**config.mk**
```make
export PLATFORM = sky130hd
export DESIGN_NAME = mem_arbiter
export DESIGN_NICKNAME = d
export VERILOG_FILES = /design/src/rtl/mem_arb_pkg.sv /design/src/rtl/rr_pick2.sv /design/src/rtl/mem_arbiter.sv
export SDC_FILE = /design/constraint.sdc
export NUM_CORES = 1
export LEC_CHECK = 0
export ABC_AREA = 0
export CORE_AREA = 2 2 109 111
export DETAILED_ROUTE_END_ITERATION = 10
export DIE_AREA = 0 0 111 113
export PLACE_DENSITY = 0.76
export SYNTH_ARGS = -nofsm -noshare
export SYNTH_HDL_FRONTEND = slang
export SYNTH_SLANG_ARGS = --single-unit
export TNS_END_PERCENT = 50
```
**constraint.sdc**
```tcl
create_clock -name clk -period 6.05 [get_ports clk]
set_input_delay 1.21 -clock clk [delete_from_list [all_inputs] [get_ports clk]]
set_output_delay 1.21 -clock clk [all_outputs]
set_load 0.005 [all_outputs]
```
**src/rtl/mem_arb_pkg.sv**
```systemverilog
// mem_arb_pkg: shared state encoding and one-hot grant constants for the memory arbiter
package mem_arb_pkg;
  typedef enum logic [1:0] {IDLE, REQ, RESP} state_t;
  localparam logic [1:0] GNT_NONE = 2'b00;
  localparam logic [1:0] GNT_IFU  = 2'b01;
  localparam logic [1:0] GNT_LSU  = 2'b10;
endpackage

```
**src/rtl/rr_pick2.sv**
```systemverilog
// rr_pick2: combinational 2-way round-robin picker returning a one-hot winner
module rr_pick2 import mem_arb_pkg::*; (
  input  logic [1:0] req,
  input  logic [1:0] last,
  output logic [1:0] win
);
  // on a tie the master that did not win last time goes first; otherwise the lone requester wins
  always_comb win = (req == 2'b11) ? ((last == GNT_IFU) ? GNT_LSU : GNT_IFU) : req;
endmodule

```
**src/rtl/mem_arbiter.sv**
```systemverilog
// mem_arbiter: shares one memory port between IFU and LSU with one outstanding transaction
module mem_arbiter import mem_arb_pkg::*; #(
  parameter int ADDR_W = 32,
  parameter int DATA_W = 32
) (
  input  logic                  clk,
  input  logic                  rst,
  input  logic                  ifu_req_valid,
  output logic                  ifu_req_ready,
  input  logic [ADDR_W-1:0]     ifu_addr,
  output logic                  ifu_resp_valid,
  output logic [DATA_W-1:0]     ifu_rdata,
  input  logic                  lsu_req_valid,
  output logic                  lsu_req_ready,
  input  logic [ADDR_W-1:0]     lsu_addr,
  input  logic                  lsu_wen,
  input  logic [DATA_W-1:0]     lsu_wdata,
  input  logic [DATA_W/8-1:0]   lsu_wmask,
  output logic                  lsu_resp_valid,
  output logic [DATA_W-1:0]     lsu_rdata,
  output logic                  mem_req_valid,
  input  logic                  mem_req_ready,
  output logic [ADDR_W-1:0]     mem_addr,
  output logic                  mem_wen,
  output logic [DATA_W-1:0]     mem_wdata,
  output logic [DATA_W/8-1:0]   mem_wmask,
  input  logic                  mem_resp_valid,
  input  logic [DATA_W-1:0]     mem_rdata,
  output logic [1:0]            grant
);
  state_t state, state_nxt;
  logic [1:0] last, pick, accept;
  logic resp_hit;
  rr_pick2 u_pick (.req({lsu_req_valid, ifu_req_valid}), .last(last), .win(pick));
  // readies are held low while reset is asserted so a waiting master never sees a spurious accept
  assign accept = (state == IDLE && !rst) ? pick : GNT_NONE;
  assign ifu_req_ready = accept[0];
  assign lsu_req_ready = accept[1];
  assign resp_hit = (state == RESP) && mem_resp_valid;
  assign mem_req_valid = (state == REQ);
  assign ifu_resp_valid = resp_hit & grant[0];
  assign lsu_resp_valid = resp_hit & grant[1];
  assign ifu_rdata = ifu_resp_valid ? mem_rdata : '0;
  assign lsu_rdata = lsu_resp_valid ? mem_rdata : '0;
  // next state: accept -> present to memory -> await response -> idle
  always_comb begin
    state_nxt = state;
    state_nxt = (state == IDLE && |accept) ? REQ :
                (state == REQ && mem_req_ready) ? RESP :
                resp_hit ? IDLE : state;
  end
  // state register
  always_ff @(posedge clk or posedge rst) begin
    if (rst) state <= IDLE;
    else     state <= state_nxt;
  end
  // grant, last winner and the latched request fields
  always_ff @(posedge clk or posedge rst) begin
    if (rst) begin
      grant     <= GNT_NONE;
      last      <= GNT_LSU;
      mem_addr  <= '0;
      mem_wen   <= 1'b0;
      mem_wdata <= '0;
      mem_wmask <= '0;
    end else if (|accept) begin
      grant     <= accept;
      last      <= accept;
      mem_addr  <= accept[1] ? lsu_addr : ifu_addr;
      mem_wen   <= accept[1] & lsu_wen;
      mem_wdata <= accept[1] ? lsu_wdata : '0;
      mem_wmask <= accept[1] ? lsu_wmask : '0;
    end else if (resp_hit) begin
      grant <= GNT_NONE;
    end
  end
endmodule

```
==> impl_results.md <==
* Final HPWL DP at 8840 um
* Peak VDD IR at 0.000208 V
* CTS tree: built
* Core footprint at 11,300 um2
* Synthesized net count at 464
* Cell with the most instances on the worst path: clkdlybuf4s50_1
* Drt wl/cell at 15.3 um
* Clock sinks at 75
* Cell Chain, Critical Path: clkdlybuf4s50_1 > nor2b_1 > and3_1 > and2_1 > clkdlybuf4s50_1
* Fraction of layout cells with a size suffix above 1 at 3.87%
* Max-cap violations at 0
* P_leak at 2.78 nW
* Ys flop type: dfrtp_1
* Die height at about 110 um
* Synth Register Bits at 75
* Number of diodes at 0
* DRT Wirelength at 11,300 um
* Hold_buf cts at 0
* Post-Syn Instances at between 300 and 400
* Slowest cell on crit path: and3_1
* Pwr Density at 362 nW/um2
* Clock Root Buffer: clkbuf_16
* CTS clk-pin slew, worst paths at 60 ps
* Vias in the first global route at 3,435
* WP data arrival at 3330 ps
* Starting density of the core at 31.3%
* Cell Area, Synth at 3530 um2
* CP Class: primary input to primary output
* Total CTS buffers at 9
* Top cells by area, synth: dfrtp_1, and2_1, a22o_1, mux2i_1, o21ai_1
* Drt initial violations at 91
* Max Transition Viols Final at 0
* Delay-heaviest family, CP: simple AND/OR/NAND/NOR gates
* Final setup vio count at 0
* Synth cell types at 26
* Post-CTS sizing at 0
* Syn avg cell area at 10.9 um2
* Final hold viol count at 0
* Post-synth EDFFs at 0
* Initial antenna violation count at 0
* Yosys warning total at 0
* Cell row count at 39
* Dpl cell area at 6380 um2
* Synth-to-layout area growth at 88.2%
* I/O pin cnt at 279
* Maximum fanout along the worst path at 33
* Clock Skews at 4.09 ps
* Achievable Freq at approximately 220 MHz
* Outcome: completed
* DIE AREA at 12,500 um2
* Clk Latency, worst-skew pair at 330 ps
* Share of the synthesized area in the top cell type at roughly 52%
* CP required at 4840 ps
* Clock Tree Buf Depth at 2
* Tot GR Track Use at 17.6%
* RSZ-0062 raised after global routing: no
* DRC violations left at 0
* Die Width at 111 um
* Nets at 731
* Gr ovfl total at 0
* Post-route cell area at 6650 um2
* Setup bufs post-CTS at 0
* CP startpoint kind: primary input
* Antenna Nets Post-Route at 0
* Pre-Repair DR Iteration Count at 4
* Routability cong. at around 0.8
* Worst slew pin tran at 945 ps
* IO Port Bufs at 278
* Hold Crit Class: flop to flop
* H-tree lvl count at 3
* CP peak stage delay at about 730 ps
* First-pass GRT wire length at 17,700 um
* # fillers at 966
* Via count at 3,404
* Final min period at 4540 ps
* CP Buf/Inv Count at 2
* Largest net degree at the start of global routing at 76
* Post-route setup TNS at 0 ps
* DR vias/cell at between 4 and 5
* Tcrit/Tclk final at 75.0%
* Worst hold slack at between 400 and 500 ps
* Top-count cell post-synth: dfrtp_1
* Async S/R FF share, synth at 100%
* Sequential area share after synthesis at 53.2%
* Post-synth top cells: dfrtp_1, and2_1, a22o_1
* Critical Path End Type: primary output
* Rel. slew slack at 37.0%
* Yosys top cell by area: dfrtp_1
final cells by class:
type,count,area (um2),share of cell area [%]
inverters,5,20.0,0.301
repair buffers,281,2810,42.2
flip-flops and latches,75,1880,28.3
multi-input cells,220,1500,22.5
well taps,143,179,2.69
clock buffers,11,253,3.80
clock inverters,3,15.0,0.226
power by group:
part           internal, W  total [W]  switching, W
clock             0.000293   0.000483      0.000190
combinational     0.000673    0.00104      0.000370
sequential        0.000738   0.000879      0.000141
state kept, by name, summed over array words and instances, names as in the netlist:
signal and flops:
grant 2, state 2, mem_wmask 4, mem_wdata 32, last 2, mem_wen 1
mem_addr 32
worst paths after layout:
kind                           startpoint       endpoint  slack, ps  depth (start not counted)
max in group asynchronous             rst   mem_addr[25]       3870                          3
setup / recovery           mem_resp_valid  ifu_rdata[22]       1510                          5
hold / removal               mem_addr[16]   mem_addr[16]        480                          2
hold reg to reg              mem_addr[16]   mem_addr[16]        480                          2
min in group asynchronous             rst       grant[1]       1560                          3
setup reg to reg                 state[1]    mem_addr[2]       3510                          5
cell usage in the layout (no fill, tap or decap), types with 2 or more instances in the layout:
| cell type | netlist | layout |
|---|---|---|
| o21bai_1 | 2 | 2 |
| clkbuf_8 | 0 | 2 |
| and2_1 | 64 | 64 |
| a21oi_1 | 2 | 2 |
| clkdlybuf4s50_1 | 0 | 278 |
| o21ai_1 | 30 | 30 |
| dfrtp_1 | 74 | 74 |
| nor2_1 | 2 | 2 |
| inv_1 | 5 | 4 |
| o21ai_0 | 5 | 4 |
| nor2b_1 | 2 | 2 |
| clkinv_2 | 0 | 4 |
| a22o_1 | 38 | 38 |
| and3_1 | 2 | 2 |
| buf_4 | 1 | 3 |
| nand2_1 | 34 | 34 |
| mux2i_1 | 32 | 32 |
| clkbuf_16 | 0 | 9 |
cells by family after synthesis:
family	Yosys count	share of synthesized area [%]
flip-flops	75	53.2
AO/OA/AOI/OAI	80	15.8
multiplexers	33	9.39
AND/OR/NAND/NOR	107	16.6
buffers and inverters	30	5.00
through the flow:
step	setup WS [ps]	std cells	total power, W	util (%)
floorplan	2660	325	0.00125	-
global placement	1570	724	0.00192	56.6
detailed placement	1490	724	0.00194	56.6
CTS	1500	738	0.00244	59.0
global route	1360	738	0.00256	59.0
finish	1510	738	0.00240	59.0
metal layers:
layer  vias up  GRT usage [%]  routed length (um)
met5         -              0                   0
met4         0           6.83                 321
met3        26           4.34                 784
met2       167           32.4                5850
met1      1563           19.6                4340
li1       1648              -                   -
worst min-delay path: stages, from the launching register on:
cell and delay (ps):
dfrtp_1 340, nand2_1 50, o21ai_1 60
No activity file was read; power rests on OpenSTA's default activity.
